[src/rtl/lsu_mem_ctrl.sv]
// lsu_mem_ctrl: load/store unit running one handshaked data-memory access at a time,
// with lane alignment, load extension and misalign/timeout fault reporting.
module lsu_mem_ctrl #(
    parameter int TIMEOUT_CYCLES = 255
) (
    input  logic        clk,
    input  logic        rst_n,
    input  logic        in_valid,
    output logic        in_ready,
    input  logic [5:0]  op,
    input  logic [31:0] daddr,
    input  logic [31:0] sdata,
    input  logic [4:0]  rd,
    output logic        mem_req,
    output logic        mem_we,
    output logic [31:0] mem_addr,
    output logic [3:0]  mem_be,
    output logic [31:0] mem_wdata,
    input  logic [31:0] mem_rdata,
    input  logic        mem_ack,
    output logic        done,
    output logic        we,
    output logic [4:0]  wrd,
    output logic [31:0] wdata,
    output logic        misalign,
    output logic        timeout
);
    typedef enum logic [1:0] {IDLE, ACCESS, RESP, FAULT} state_t;
    state_t      r_state, w_next;
    logic [5:0]  r_op;
    logic [31:0] r_addr, r_sdata, r_wdata;
    logic [4:0]  r_rd;
    logic [15:0] r_cnt;
    logic        r_misalign, r_timeout;
    logic        w_valid_op, w_mis, w_load, w_accept;
    logic [16:0] w_cnt_inc;
    logic [7:0]  w_byte;
    logic [15:0] w_half;
    logic [31:0] w_ext;

    assign w_valid_op = op >= 6'd19 && op <= 6'd26;
    assign w_mis      = ((op == 6'd20 || op == 6'd23 || op == 6'd25) && daddr[0]) ||
                        ((op == 6'd21 || op == 6'd26) && daddr[1:0] != 2'b00);
    assign w_accept   = r_state == IDLE && in_valid && w_valid_op;
    assign w_load     = r_op >= 6'd19 && r_op <= 6'd23;
    assign w_cnt_inc  = {1'b0, r_cnt} + 17'd1;
    assign w_byte     = mem_rdata[{r_addr[1:0], 3'b000} +: 8];
    assign w_half     = r_addr[1] ? mem_rdata[31:16] : mem_rdata[15:0];
    assign w_ext      = r_op == 6'd19 ? {{24{w_byte[7]}}, w_byte} :
                        r_op == 6'd20 ? {{16{w_half[15]}}, w_half} :
                        r_op == 6'd22 ? {24'd0, w_byte} :
                        r_op == 6'd23 ? {16'd0, w_half} : mem_rdata;

    assign in_ready  = r_state == IDLE;
    assign mem_req   = r_state == ACCESS;
    assign mem_we    = r_op >= 6'd24 && r_op <= 6'd26;
    assign mem_addr  = {r_addr[31:2], 2'b00};
    assign mem_be    = r_op == 6'd24 ? 4'b0001 << r_addr[1:0] :
                       r_op == 6'd25 ? (r_addr[1] ? 4'b1100 : 4'b0011) :
                       (w_load || r_op == 6'd26) ? 4'b1111 : 4'b0000;
    assign mem_wdata = r_op == 6'd24 ? {4{r_sdata[7:0]}} :
                       r_op == 6'd25 ? {2{r_sdata[15:0]}} :
                       r_op == 6'd26 ? r_sdata : 32'd0;
    assign done      = r_state == RESP || r_state == FAULT;
    assign we        = r_state == RESP && w_load;
    assign wrd       = r_rd;
    assign wdata     = r_wdata;
    assign misalign  = r_state == FAULT && r_misalign;
    assign timeout   = r_state == FAULT && r_timeout;

    always_comb begin
        w_next = r_state;
        case (r_state)
            IDLE:    w_next = w_accept ? (w_mis ? FAULT : ACCESS) : IDLE;
            ACCESS:  w_next = mem_ack ? RESP : (w_cnt_inc == 17'(TIMEOUT_CYCLES) ? FAULT : ACCESS);
            default: w_next = IDLE;
        endcase
    end

    always_ff @(posedge clk) begin
        if (!rst_n) begin
            r_state    <= IDLE;
            r_op       <= '0;
            r_addr     <= '0;
            r_sdata    <= '0;
            r_rd       <= '0;
            r_cnt      <= '0;
            r_wdata    <= '0;
            r_misalign <= 1'b0;
            r_timeout  <= 1'b0;
        end else begin
            r_state <= w_next;
            if (w_accept) begin
                r_op       <= op;
                r_addr     <= daddr;
                r_sdata    <= sdata;
                r_rd       <= rd;
                r_cnt      <= '0;
                r_misalign <= w_mis;
                r_timeout  <= 1'b0;
            end
            if (r_state == ACCESS) begin
                r_cnt <= w_cnt_inc[15:0];
                if (mem_ack && w_load) r_wdata <= w_ext;
                if (!mem_ack && w_next == FAULT) r_timeout <= 1'b1;
            end
        end
    end
endmodule

[config.mk]
export PLATFORM = sky130hd
export DESIGN_NAME = lsu_mem_ctrl
export DESIGN_NICKNAME = d
export VERILOG_FILES = /design/src/rtl/lsu_mem_ctrl.sv
export SDC_FILE = /design/constraint.sdc
export NUM_CORES = 1
export LEC_CHECK = 0
export CAP_MARGIN = 25
export CORE_MARGIN = 4
export CORE_UTILIZATION = 41
export DETAILED_ROUTE_END_ITERATION = 8
export PLACE_DENSITY = 0.73
export SETUP_SLACK_MARGIN = 0.02
export SLEW_MARGIN = 0
export SYNTH_ARGS = -nofsm -noshare
export SYNTH_HDL_FRONTEND = slang
export SYNTH_SLANG_ARGS = --single-unit
[constraint.sdc]
create_clock -name clk -period 2.3 [get_ports clk]
set_input_delay 0.46 -clock clk [delete_from_list [all_inputs] [get_ports clk]]
set_output_delay 0.46 -clock clk [all_outputs]
set_load 0.05 [all_outputs]
# --- Yosys cells after proc, flatten, opt, wreduce, memory -nomap -nowiden ---
# Index checks and enable logic that the tools add are counted.
op_classes:
  magnitude_cmp: 6
  n_bitwise: 0
  n_eq_ne: 17
  shifts: 2
  reduce_logical: 23
  muxes: 22
  div_mod_pow: 0
  addsub: 1
  multipliers: 0
ops:
  columns: ["cell", "count"]
  rows:
  - ["two-way mux 32 bit", 7]
  - ["equality test 6 x 5 -> 1 bit (second input constant)", 12]
  - ["two-way mux 16 bit", 3]
  - ["indexed part select 32 x 6 -> 8 bit", 1]
  - ["greater-or-equal comparator 6 x 5 -> 1 bit (second input constant)", 3]
  - ["less-or-equal comparator 6 x 5 -> 1 bit (second input constant)", 3]
  - ["adder 16 x 1 -> 17 bit (second input constant)", 1]
  - ["equality test 17 x 8 -> 1 bit (second input constant)", 1]
  - ["two-way mux 4 bit", 4]
  - ["logical AND 1 bit", 12]
  - ["two-way mux 2 bit", 4]
  - ["equality test 2 bit (second input constant)", 3]
  - ["logical OR 1 bit", 6]
  - ["one-hot mux 2 bit (2 select lines)", 1]
  - ["nonzero test 2 bit", 2]
  - ["<< shifter 1 x 2 -> 4 bit (first input constant)", 1]
  - ["two-way mux 1 bit", 3]
  - ["equality test 2 x 1 -> 1 bit (second input constant)", 1]
  - ["logical NOT 2 bit", 1]
  - ["AND reduction 2 bit", 1]
  - ["logical NOT 1 bit", 1]
word_totals:
  n_memories: 0
  register_bits: 127
  mem_bits_rw: 0
  latchBits: 0
  wordCells: 80
  output_inout_bits: 112
  input_bits: 111
  rom_bits: 0

# --- Longest topological paths before layout ---
# Gate-level depths: netlist of the first run.
depth:
  depth_word: 12
  mapped_depth: 8
  mapped_depth_nobuf: 7

# --- Worst setup path after synthesis of the first run ---
# Ideal clock, no wire load.
synth_path:
  path_type: "register to output"
  startpoint: "register r_op[2]"
  endpoint: "output port mem_be[0]"
  required_ps: 1840
  slack_ps: -730
  path_buffers: 1
  stages_incl_launch_ff: 6
  arrival_ps: 2570
  path_cell_list: "dfxtp_1 nand4bb_1 clkbuf_1 nor2_1 nor2_1 a21oi_1"
synth_between:
  elab_chain_len: 6
  elab_cells_between_ends: 10
  classes_between: "2 x order compare; 3 x eq/ne; 3 x mux; 2 x reduce/logical"
synth_lines:
  columns: ["element", "line", "rtl"]
  rows:
  - ["start: declaration", "30", "logic [5:0] r_op;"]
  - ["start signal: assignment", "94", "r_op <= op;"]
  - ["greater-or-equal comparator 6 x 5 -> 1 bit / less-or-equal comparator 6 x 5 -> 1 bit (equally long branches)", "45", "assign w_load = r_op >= 6'd19 && r_op <= 6'd23;"]
  - ["logical AND 1 bit", "45", null]
  - ["logical OR 1 bit", "60", "(w_load || r_op == 6'd26) ? 4'b1111 : 4'b0000;"]
  - ["two-way mux 4 bit", "60", null]
  - ["two-way mux 4 bit", "59", "r_op == 6'd25 ? (r_addr[1] ? 4'b1100 : 4'b0011) :"]
  - ["two-way mux 4 bit (*)", "58", "assign mem_be = r_op == 6'd24 ? 4'b0001 << r_addr[1:0] :"]
  - ["end: declaration", "17", "output logic [3:0] mem_be,"]
# Mark *: on every way between the ends. The rest lies on a longest branch, timed or not.

# --- Worst setup path in the final report of the first run ---
layout_path:
  startpoint: "register r_op[1]"
  endpoint: "output port mem_be[0]"
# Same word-level chain as after synthesis.

==> qor.yml, run 1 <==
floorplan:
  start_util: 0.422
  fp-row-count: 45
  die_area_um2: 17800
  coreArea_um2: 15300
  die_h_um: 134
  io_pins: 223
  fp.dieW_um: 134
timing:
  setup_viol: 0
  worst_slew_pin_slew_ns: 0.760
  drv_slew: 0
  rsz0062_at_grt: "yes"
  finClkSkew_ns: 0.00801
  period_minus_slack_ns: 2.23
  tns_ns: 0
  fmax_mhz: 448
  fin_hold_ws_ns: 0.451
  hold_viol: 0
  min_period_over_period: 0.969
  slew_headroom: 0.492
worst_setup_path:
  cp-start-kind: "flop"
  critPathCaptureType: "primary output"
  crit_arrival_ns: 1.77
  cp.required_ns: 1.84
  crit_type: "flop to primary output"
  cp_max_fo: 7
cells_and_area:
  syn2layout_area_growth_pct: 55.8
  final.fill_count: 1311
  layout_commonest_cell: "clkdlybuf4s50_1"
  diodes: 0
  design_area_um2: 10100
  fin_nets: 1169
  layout_common_cells: "179 x clkdlybuf4s50_1, 175 x nand2_1, 159 x a21oi_1"
  final_cells: 1280
  layout-drive-gt1-share: 0.204
yosys:
  synth_top_family_by_area: "compound AO/OA/AOI/OAI gates"
  yosysWarnings: 0
  syn_inst: 853
  synthTopCellsByArea: "dfxtp_1 39%, a21oi_1 13%, nand2_1 10%"
  yosys.area_share.adder: 0.00387
  synth_compound_area_frac: 0.244
  synth_top_cell_area_share: 0.393
  yosys.area_share.simple: 0.229
  synth-xor-area-share: 0.00542
  synth_ff_type: "dfxtp_1"
  synth-edff-count: 0
  syn_area_um2: 6470
  seq_area_frac_synth: 0.393
  ys_seq_elements: 127
  yosysUniqueCellTypes: 60
  muxShareOfSynthArea: 0.0414
  syn_avg_cell_area_um2: 7.58
  synth-async-reset-ratio: 0
  synth_top_cell_by_area: "dfxtp_1"
flow_run:
  cap_violations: 0
place:
  routabilityCongestion: 0.929
  place_area_um2: 9350
  io_buffers: 220
  dpl.hpwl_um: 15600
  dp_cells: 1247
clock_network:
  cts_tree: "yes"
  insertion_delay_ns: 0.42
  ctsLongestPathBuffers: 2
  tritoncts.num_buffers: 17
  h-tree-depth: 4
  path_clk_slew_ns: 0.05
  clock-sinks: 127
  clock-root-buffer: "clkbuf_16"
routing:
  num_vias: 6842
  post_drt_wl_per_cell_um: 16.8
  first_pass_iters: 5
  drtIter0Drc: 465
  antenna_left: 0
  via_per_inst: 5.35
  drc: 0
  wirelength_um: 21500
global_routing:
  grt_pass1_vias: 6359
  gr-usage-all-layers: 0.232
  grt_max_degree: 44
  grt_pass1_wl_um: 33500
  antenna_found_initial: 0
  grt.overflow.total: 0
pwr:
  vdd_drop_max_mv: 0.504
  finalPower_mw: 5.51
  power_density_nw_per_um2: 547
  p_leak_nw: 3.67
outcome:
  outcome: "complete, no violations"
worst_hold_path:
  hold_class: "flop to flop"
## per-layer routing
layer | up-vias | routed length [um] | global-route usage
li1 | 3332 | - | -
met1 | 3202 | 8960 | 0.288
met2 | 267 | 10200 | 0.377
met3 | 41 | 1760 | 0.0767
met4 | 0 | 617 | 0.0817
met5 | - | 0 | 0
## where the power goes
part	switching, mW	internal [mW]
sequential	0.0288	2.24
combinational	0.305	0.319
clock	0.979	1.65
total	1.31	4.20
## cell usage after synthesis (10+ instances only)
cell type / n
a21oi_1: 165
a22oi_1: 11
a31oi_1: 10
and2_1: 11
buf_4: 32
clkbuf_1: 52
dfxtp_1: 127
nand2_1: 175
nor2_1: 81
nor2b_1: 15
o21ai_0: 35
o221a_2: 16
## critical path, stage by stage (launching register included)
cell     delay (ns)
dfxtp_4        0.38
and2_1         0.23
o21a_2         0.26
nor2_2         0.24
a21oi_2        0.09
buf_12         0.16
## what timing repair did
| item | 4_1_cts | 5_1_grt |
|---|---|---|
| setup buffers | 1 | 0 |
| pin swaps | 1 | 2 |
| setup endpoints to repair | 35 | 27 |
| gates resized for setup | 12 | 28 |
| endpoints found under the hold margin | 0 | 0 |
| hold buffers | 0 | 0 |
## stage by stage
stage          setup WS [ns]  utilization
2_1_floorplan        -0.0101            -
3_3_place_gp          0.0395        0.610
3_5_place_dp          0.0237        0.610
4_1_cts               0.0285        0.652
5_1_grt              -0.0471        0.658
6_report              0.0702        0.658
## layout make-up
cell class                 count  area (um^2)  area share
sequential                   127         2550       0.254
timing repair buffer         282         3030       0.301
inverter                       9         33.8     0.00335
multi-input combinational    619         3610       0.359
clock buffer                  22          464      0.0461
clock inverter                10          113      0.0112
tap                          211          264      0.0262
## logic make-up after synthesis
family                   Yosys count
other                              1
AND/OR/NAND/NOR                  328
XOR/XNOR                           4
adder cells (fa/ha/maj)            2
AO/OA/AOI/OAI                    266
flip-flops                       127
multiplexers                      17
buffers and inverters            108
## sequential cells by signal, indices dropped and copies added, names as in the netlist
register / cells
wrd: 5
r_sdata: 32
r_state: 2
r_op: 6
r_timeout: 1
r_addr: 32
r_misalign: 1
wdata: 32
r_cnt: 16
## final timing paths
path | from | to | slack [ns] | cells after the start
setup reg to reg | r_cnt[1]$_SDFFE_PN0P_ | r_timeout$_SDFF_PN0_ | 0.12 | 7
hold / removal | r_addr[25]$_SDFFE_PN0P_ | r_addr[25]$_SDFFE_PN0P_ | 0.45 | 2
setup / recovery | r_op[1]$_SDFFE_PN0P_ | mem_be[0] | 0.07 | 5
hold reg to reg | r_addr[25]$_SDFFE_PN0P_ | r_addr[25]$_SDFFE_PN0P_ | 0.45 | 2
No activity file was read; power rests on OpenSTA's default activity.
==> run 2, diff against run 1 <==
- GPL_TIMING_DRIVEN: default -> 0
==> run 2 against run 1 <==
The flow now finishes with violations (setup timing); hold slack better by 0.0015 ns; maximum frequency shrank 5.4%; die area unchanged; via count rose by 5.2%; sequential share of layout area increased by 0.16 points; clock power is 9.5% higher; register-to-register slack worse by 0.05 ns; global-route usage grew 2.0 points; combinational power up 3.5%; first-iteration DRC count rose by 25%; total power is 4.7% higher; highest routed layer unchanged.
==> qor.yml, run 2 (same netlist as run 1, synthesis figures left out) <==
global_routing:
  grt_max_degree: 17  # -61%
  antenna_found_initial: 0  # unchanged
  gr-usage-all-layers: 0.251  # +0.0196
  grt.overflow.total: 0  # unchanged
  grt_pass1_vias: 6660  # +4.7%
  grt_pass1_wl_um: 35700  # +6.6%
cells_and_area:
  final_core_util: 0.656  # -0.00155
  layout_common_cells: "177 x clkdlybuf4s50_1, 175 x nand2_1, 147 x a21oi_1"
  fin_nets: 1222  # +4.5%
  final_cells: 1333  # +4.1%
  syn2layout_area_growth_pct: 55.4
  layout-drive-gt1-share: 0.218  # +0.0144
  design_area_um2: 10000  # -0.24%
  diodes: 0  # unchanged
  layout_commonest_cell: "clkdlybuf4s50_1"
routing:
  post_drt_wl_per_cell_um: 17.8  # +5.8%
  wirelength_um: 23700  # +10%
  via_per_inst: 5.40  # +1.0%
  drc: 0  # unchanged
  drtIter0Drc: 582  # +25%
  antenna_left: 0  # unchanged
  first_pass_iters: 6  # +1
  num_vias: 7197  # +5.2%
timing:
  worst_slew_pin_slew_ns: 0.817  # +0.0576 ns
  fmax_mhz: 424  # -5.4%
  finClkSkew_ns: 0.00527  # -0.00274 ns
  drv_slew: 0  # unchanged
  min_period_over_period: 1.02  # +0.0554
  period_minus_slack_ns: 2.36  # +0.127 ns
  rsz0062_at_grt: "yes"
  setup_viol: 1  # +1
  slew_headroom: 0.454  # -0.0385
  fin_hold_ws_ns: 0.453  # +0.00152 ns
  hold_viol: 0  # unchanged
  timing.final.ws_setup_ns: -0.0572  # -0.127 ns
pwr:
  p_leak_nw: 3.75  # +2.3%
  finalPower_mw: 5.77  # +4.7%
  power_density_nw_per_um2: 574  # +5.0%
  vdd_drop_max_mv: 0.708  # +41%
floorplan:
  io_pins: 223  # unchanged
  die_area_um2: 17800  # unchanged
  start_util: 0.422  # unchanged
  fp-row-count: 45  # unchanged
  coreArea_um2: 15300  # unchanged
  die_h_um: 134  # unchanged
  fp.dieW_um: 134  # unchanged
place:
  dpl.hpwl_um: 16900  # +8.1%
  routabilityCongestion: 0.929  # about the same
  dp_cells: 1285  # +3.0%
  io_buffers: 220  # unchanged
  place_area_um2: 9030  # -3.4%
worst_setup_path:
  crit_family: "buffers and inverters"
  cp-start-kind: "flop"
  critPathMaxStageDelay_ns: 0.36  # -0.02 ns
  slowest_stage: "dfxtp_4"
  cp_max_fo: 10  # +3
  crit_type: "flop to primary output"
  cp.required_ns: 1.84  # about the same
  worst-path-buf-inv: 3  # +2
  path_cells: "buf_8 -> clkbuf_8 -> nor2b_2 -> a21oi_1 -> nor2_1 -> a21oi_1 -> nor2_1 -> buf_6"
  critPathCaptureType: "primary output"
  crit_arrival_ns: 1.90  # +0.13 ns
clock_network:
  insertion_delay_ns: 0.42  # about the same
  h-tree-depth: 4  # unchanged
  path_clk_slew_ns: 0.06  # about the same
  ctsLongestPathBuffers: 2  # unchanged
  clock-sinks: 127  # unchanged
  cts_tree: "yes"
  tritoncts.num_buffers: 17  # unchanged
  clock-root-buffer: "clkbuf_16"
outcome:
  violations: "setup timing"
  outcome: "finished, violations left"
worst_hold_path:
  hold_class: "flop to flop"
flow_run:
  cap_violations: 0  # unchanged
==> run 2: per-layer routing <==
metal / wire [um] / global-route usage / vias up
met2: 11100 / 0.411 / 369
met1: 9520 / 0.312 / 3322
met5: 0 / 0 / -
met4: 771 / 0.0863 / 0
li1: - / - / 3448
met3: 2300 / 0.0812 / 58
==> run 2: through the flow <==
stage                     TNS (ns)  worst slack [ns]
after global routing        -0.366            -0.140
final                      -0.0572           -0.0572
after CTS                        0            0.0238
after detailed placement    -72.25             -1.01
after global placement      -67.85             -1.01
after floorplan            -0.0404           -0.0101
==> run 2: layout make-up <==
cell class | instances | area (um^2)
repair buffers | 238 | 2310
flip-flops and latches | 127 | 2560
plain buffers | 96 | 601
well taps | 211 | 264
clock buffers | 19 | 433
multi-input cells | 620 | 3660
inverters | 9 | 33.8
fillers | 1349 | 5270
clock inverters | 13 | 188
==> run 2: final timing paths <==
path                     startpoint                      to  slack [ns]  cells after the start
min          r_addr[4]$_SDFFE_PN0P_  r_addr[4]$_SDFFE_PN0P_        0.45                      2
max            r_op[1]$_SDFFE_PN0P_           mem_wdata[30]       -0.06                      8
min reg2reg  r_addr[4]$_SDFFE_PN0P_  r_addr[4]$_SDFFE_PN0P_        0.45                      2
max reg2reg   r_cnt[1]$_SDFFE_PN0P_    r_timeout$_SDFF_PN0_        0.07                      8
==> run 2: worst reg2reg max path: cells and delay by family, from the launching register on <==
family          cells  cell delay [ns]
flops               1             0.35
xor+xnor            1             0.16
simple gates        3             1.09
buf+inv             1             0.13
compound gates      2             0.28
fa+ha+maj           1             0.15
==> run 2: report_power, final <==
group	switching [mW]	internal (mW)
Combinational	0.323	0.321
Clock	1.05	1.82
Sequential	0.0291	2.23
Total	1.40	4.37
==> run 2: what timing repair did <==
action,in CTS,in global routing
gates cloned,1,1
buffers inserted,6,11
pin swaps,5,6
setup endpoints to repair,120,84
gates resized for setup,296,56
hold buffers,0,0
==> run 3, diff against run 2 <==
- ABC_AREA: default -> 1
- CORE_UTILIZATION: 41 -> 42
- PLACE_DENSITY: 0.73 -> 0.75
==> run 3 against run 2 <==
The run still ends with setup timing left; hold slack gained 0.010 ns; clock skew grew 0.0039 ns; via count grew 1.9%; sequential share of layout area shrank 0.49 points; critical endpoint is now mem_be[3]; largest power group unchanged.
==> qor.yml, run 3 <==
outcome:
  outcome: "finished, violations left"
  violations: "setup timing"
timing:
  fmax_mhz: 418  # -1.4%
  timing.final.ws_setup_ns: -0.0910  # -0.0338 ns
  period_minus_slack_ns: 2.39  # +0.0338 ns
  finClkSkew_ns: 0.00912  # +0.00385 ns
  worst_slew_pin_slew_ns: 0.560  # -0.257 ns
  drv_slew: 0  # unchanged
  hold_viol: 0  # unchanged
  rsz0062_at_grt: "yes"
  setup_viol: 27  # +26
  slew_headroom: 0.625  # +0.171
  min_period_over_period: 1.04  # +0.0147
routing:
  post_drt_wl_per_cell_um: 16.3  # -8.4%
  drtIter0Drc: 561  # -3.6%
  drc: 0  # unchanged
  via_per_inst: 5.17  # -4.2%
  first_pass_iters: 6  # unchanged
  antenna_left: 0  # unchanged
  num_vias: 7333  # +1.9%
  wirelength_um: 23100  # -2.5%
flow_run:
  cap_violations: 0  # unchanged
clock_network:
  tritoncts.num_buffers: 17  # unchanged
  h-tree-depth: 4  # unchanged
  clock-sinks: 127  # unchanged
  clock-root-buffer: "clkbuf_16"
  cts_tree: "yes"
  ctsLongestPathBuffers: 2  # unchanged
  cts_hold_buf: 0  # unchanged
  insertion_delay_ns: 0.43  # about the same
  path_clk_slew_ns: 0.06  # about the same
pwr:
  clkPwrFrac: 0.452  # -0.045
  swShare: 0.266  # +0.0236
  vdd_drop_max_mv: 0.692  # -2.2%
  finalPower_mw: 5.94  # +3.0%
  power_density_nw_per_um2: 582  # +1.4%
  p_comb_frac: 0.153  # +0.041
  power.switching_mw: 1.58  # +13%
  p_leak_nw: 4.42  # +18%
  p_seq_frac: 0.395  # +0.003
  p_int_mw: 4.36  # -0.23%
yosys:
  synth_ff_type: "dfxtp_1"
  synth_common_cells: "197 x nand2_1, 164 x nor2_1, 127 x dfxtp_1"
  synth_top_cell_area_share: 0.393  # about the same
  yosysUniqueCellTypes: 36  # -40%
  yosysWarnings: 0  # unchanged
  ys_seq_elements: 127  # unchanged
  synthTopCellsByArea: "dfxtp_1 39%, nand2_1 11%, nor2_1 9.5%"
  synth_top_cell_by_area: "dfxtp_1"
  synth_most_common_cell: "nand2_1"
  seq_area_frac_synth: 0.393  # about the same
  syn_inst: 960  # +13%
  syn_area_um2: 6470  # about the same
  synth-async-reset-ratio: 0  # unchanged
  synth-edff-count: 0  # unchanged
  syn_avg_cell_area_um2: 6.74  # -11%
place:
  routabilityCongestion: 0.902  # -2.9%
  dp_slack_ns: -0.909  # +0.0994 ns
  io_buffers: 220  # unchanged
  dpl.hpwl_um: 16700  # -0.92%
worst_setup_path:
  crit_arrival_ns: 1.93  # +0.03 ns
  critPathCaptureType: "primary output"
  reg2regPathDepth: 10  # +2
  crit_type: "flop to primary output"
  cp_max_fo: 5  # -5
  cp-start-kind: "flop"
  cp.required_ns: 1.84  # about the same
cells_and_area:
  fin_nets: 1330  # +8.8%
  syn2layout_area_growth_pct: 57.7
  final_core_util: 0.674  # +0.0176
  layout_commonest_cell: "clkdlybuf4s50_1"
  diodes: 0  # unchanged
  layout-drive-gt1-share: 0.199  # -0.0192
  layout_common_cells: "178 x clkdlybuf4s50_1, 177 x nand2_1, 154 x nor2_1"
global_routing:
  grt.overflow.total: 0  # unchanged
  grt_pass1_vias: 7033  # +5.6%
  gr-usage-all-layers: 0.255  # +0.00346
  grt_max_degree: 18  # +1
  grt_pass1_wl_um: 35800  # about the same
  antenna_found_initial: 0  # unchanged
worst_hold_path:
  whs_path_depth: 2  # unchanged
  hold_class: "flop to flop"
floorplan:
  coreArea_um2: 15100  # -1.1%
  fp-row-count: 45  # unchanged
  fp.dieW_um: 132  # -1.1%
  die_area_um2: 17500  # -2.2%
  die_h_um: 132  # -1.1%
  io_pins: 223  # unchanged
  start_util: 0.427  # +0.00512
-- run 3: worst max-delay path, stage by stage, from the launching register on --
cell,delay (ns)
dfxtp_4,0.36
nand2_2,0.08
inv_2,0.07
o2111ai_4,0.22
inv_2,0.06
or2_4,0.28
a21oi_4,0.20
o21ai_4,0.10
buf_6,0.16
-- run 3: logic make-up (layout without fill, tap and decap cells) --
family / after synthesis / in the layout / synth area share
AND/OR/NAND/NOR: 445 / 445 / 0.286
AO/OA/AOI/OAI: 234 / 234 / 0.194
buffers and inverters: 147 / 416 / 0.118
flip-flops: 127 / 127 / 0.393
XOR/XNOR: 4 / 4 / 0.00541
adder cells (fa/ha/maj): 2 / 2 / 0.00387
other: 1 / 2 / 0.000579
-- run 3: path summary, 6_finish.rpt --
path                       endpoint  slack [ns]                    from
max                       mem_be[3]       -0.09    r_op[1]$_SDFFE_PN0P_
min          r_cnt[14]$_SDFFE_PN0P_        0.46  r_cnt[14]$_SDFFE_PN0P_
max reg2reg  wdata[14]$_SDFFE_PN0P_        0.22   r_state[0]$_SDFF_PN0_
min reg2reg  r_cnt[14]$_SDFFE_PN0P_        0.46  r_cnt[14]$_SDFFE_PN0P_
-- run 3: metrics by stage --
stage	std cells	setup TNS (ns)	area (um^2)	hold WS, ns
6_report	1418	-1.06	10200	0.463
5_1_grt	1418	-3.75	10200	0.480
4_1_cts	1413	-2.07	9960	0.464
3_5_place_dp	1369	-28.01	8950	0.456
3_3_place_gp	1369	-26.94	8950	0.449
2_1_floorplan	961	-1.66	6510	0.436
-- run 3: timing repair --
action                                 in CTS  in global routing
pin swaps                                  10                  9
cloned                                      2                  0
buffers inserted                           12                  6
setup endpoints to repair                  42                 38
endpoints found under the hold margin       0                  0
resized for setup                         346                 59
-- run 3: power groups by stage --
stage	combinational, mW	sequential (mW)	clock (mW)
5_1_grt	0.971	2.35	2.81
3_5_place_dp	0.870	2.38	0
2_1_floorplan	0.468	2.39	0
4_1_cts	0.891	2.34	2.70
3_3_place_gp	0.867	2.38	0
6_report	0.910	2.35	2.69
-- run 3: cell type report --
type / count / area [um^2]
flip-flops and latches: 127 / 2550
clock inverters: 10 / 111
plain buffers: 78 / 534
well taps: 188 / 235
inverters: 67 / 263
multi-input cells: 687 / 3520
fillers: 1290 / 4940
clock buffers: 22 / 474
repair buffers: 239 / 2510
-- run 3: metal layers --
layer	global-route usage	wire length (um)
met1	0.304	9550
met4	0.0928	584
met3	0.0912	2160
met2	0.422	10800
met5	0	0
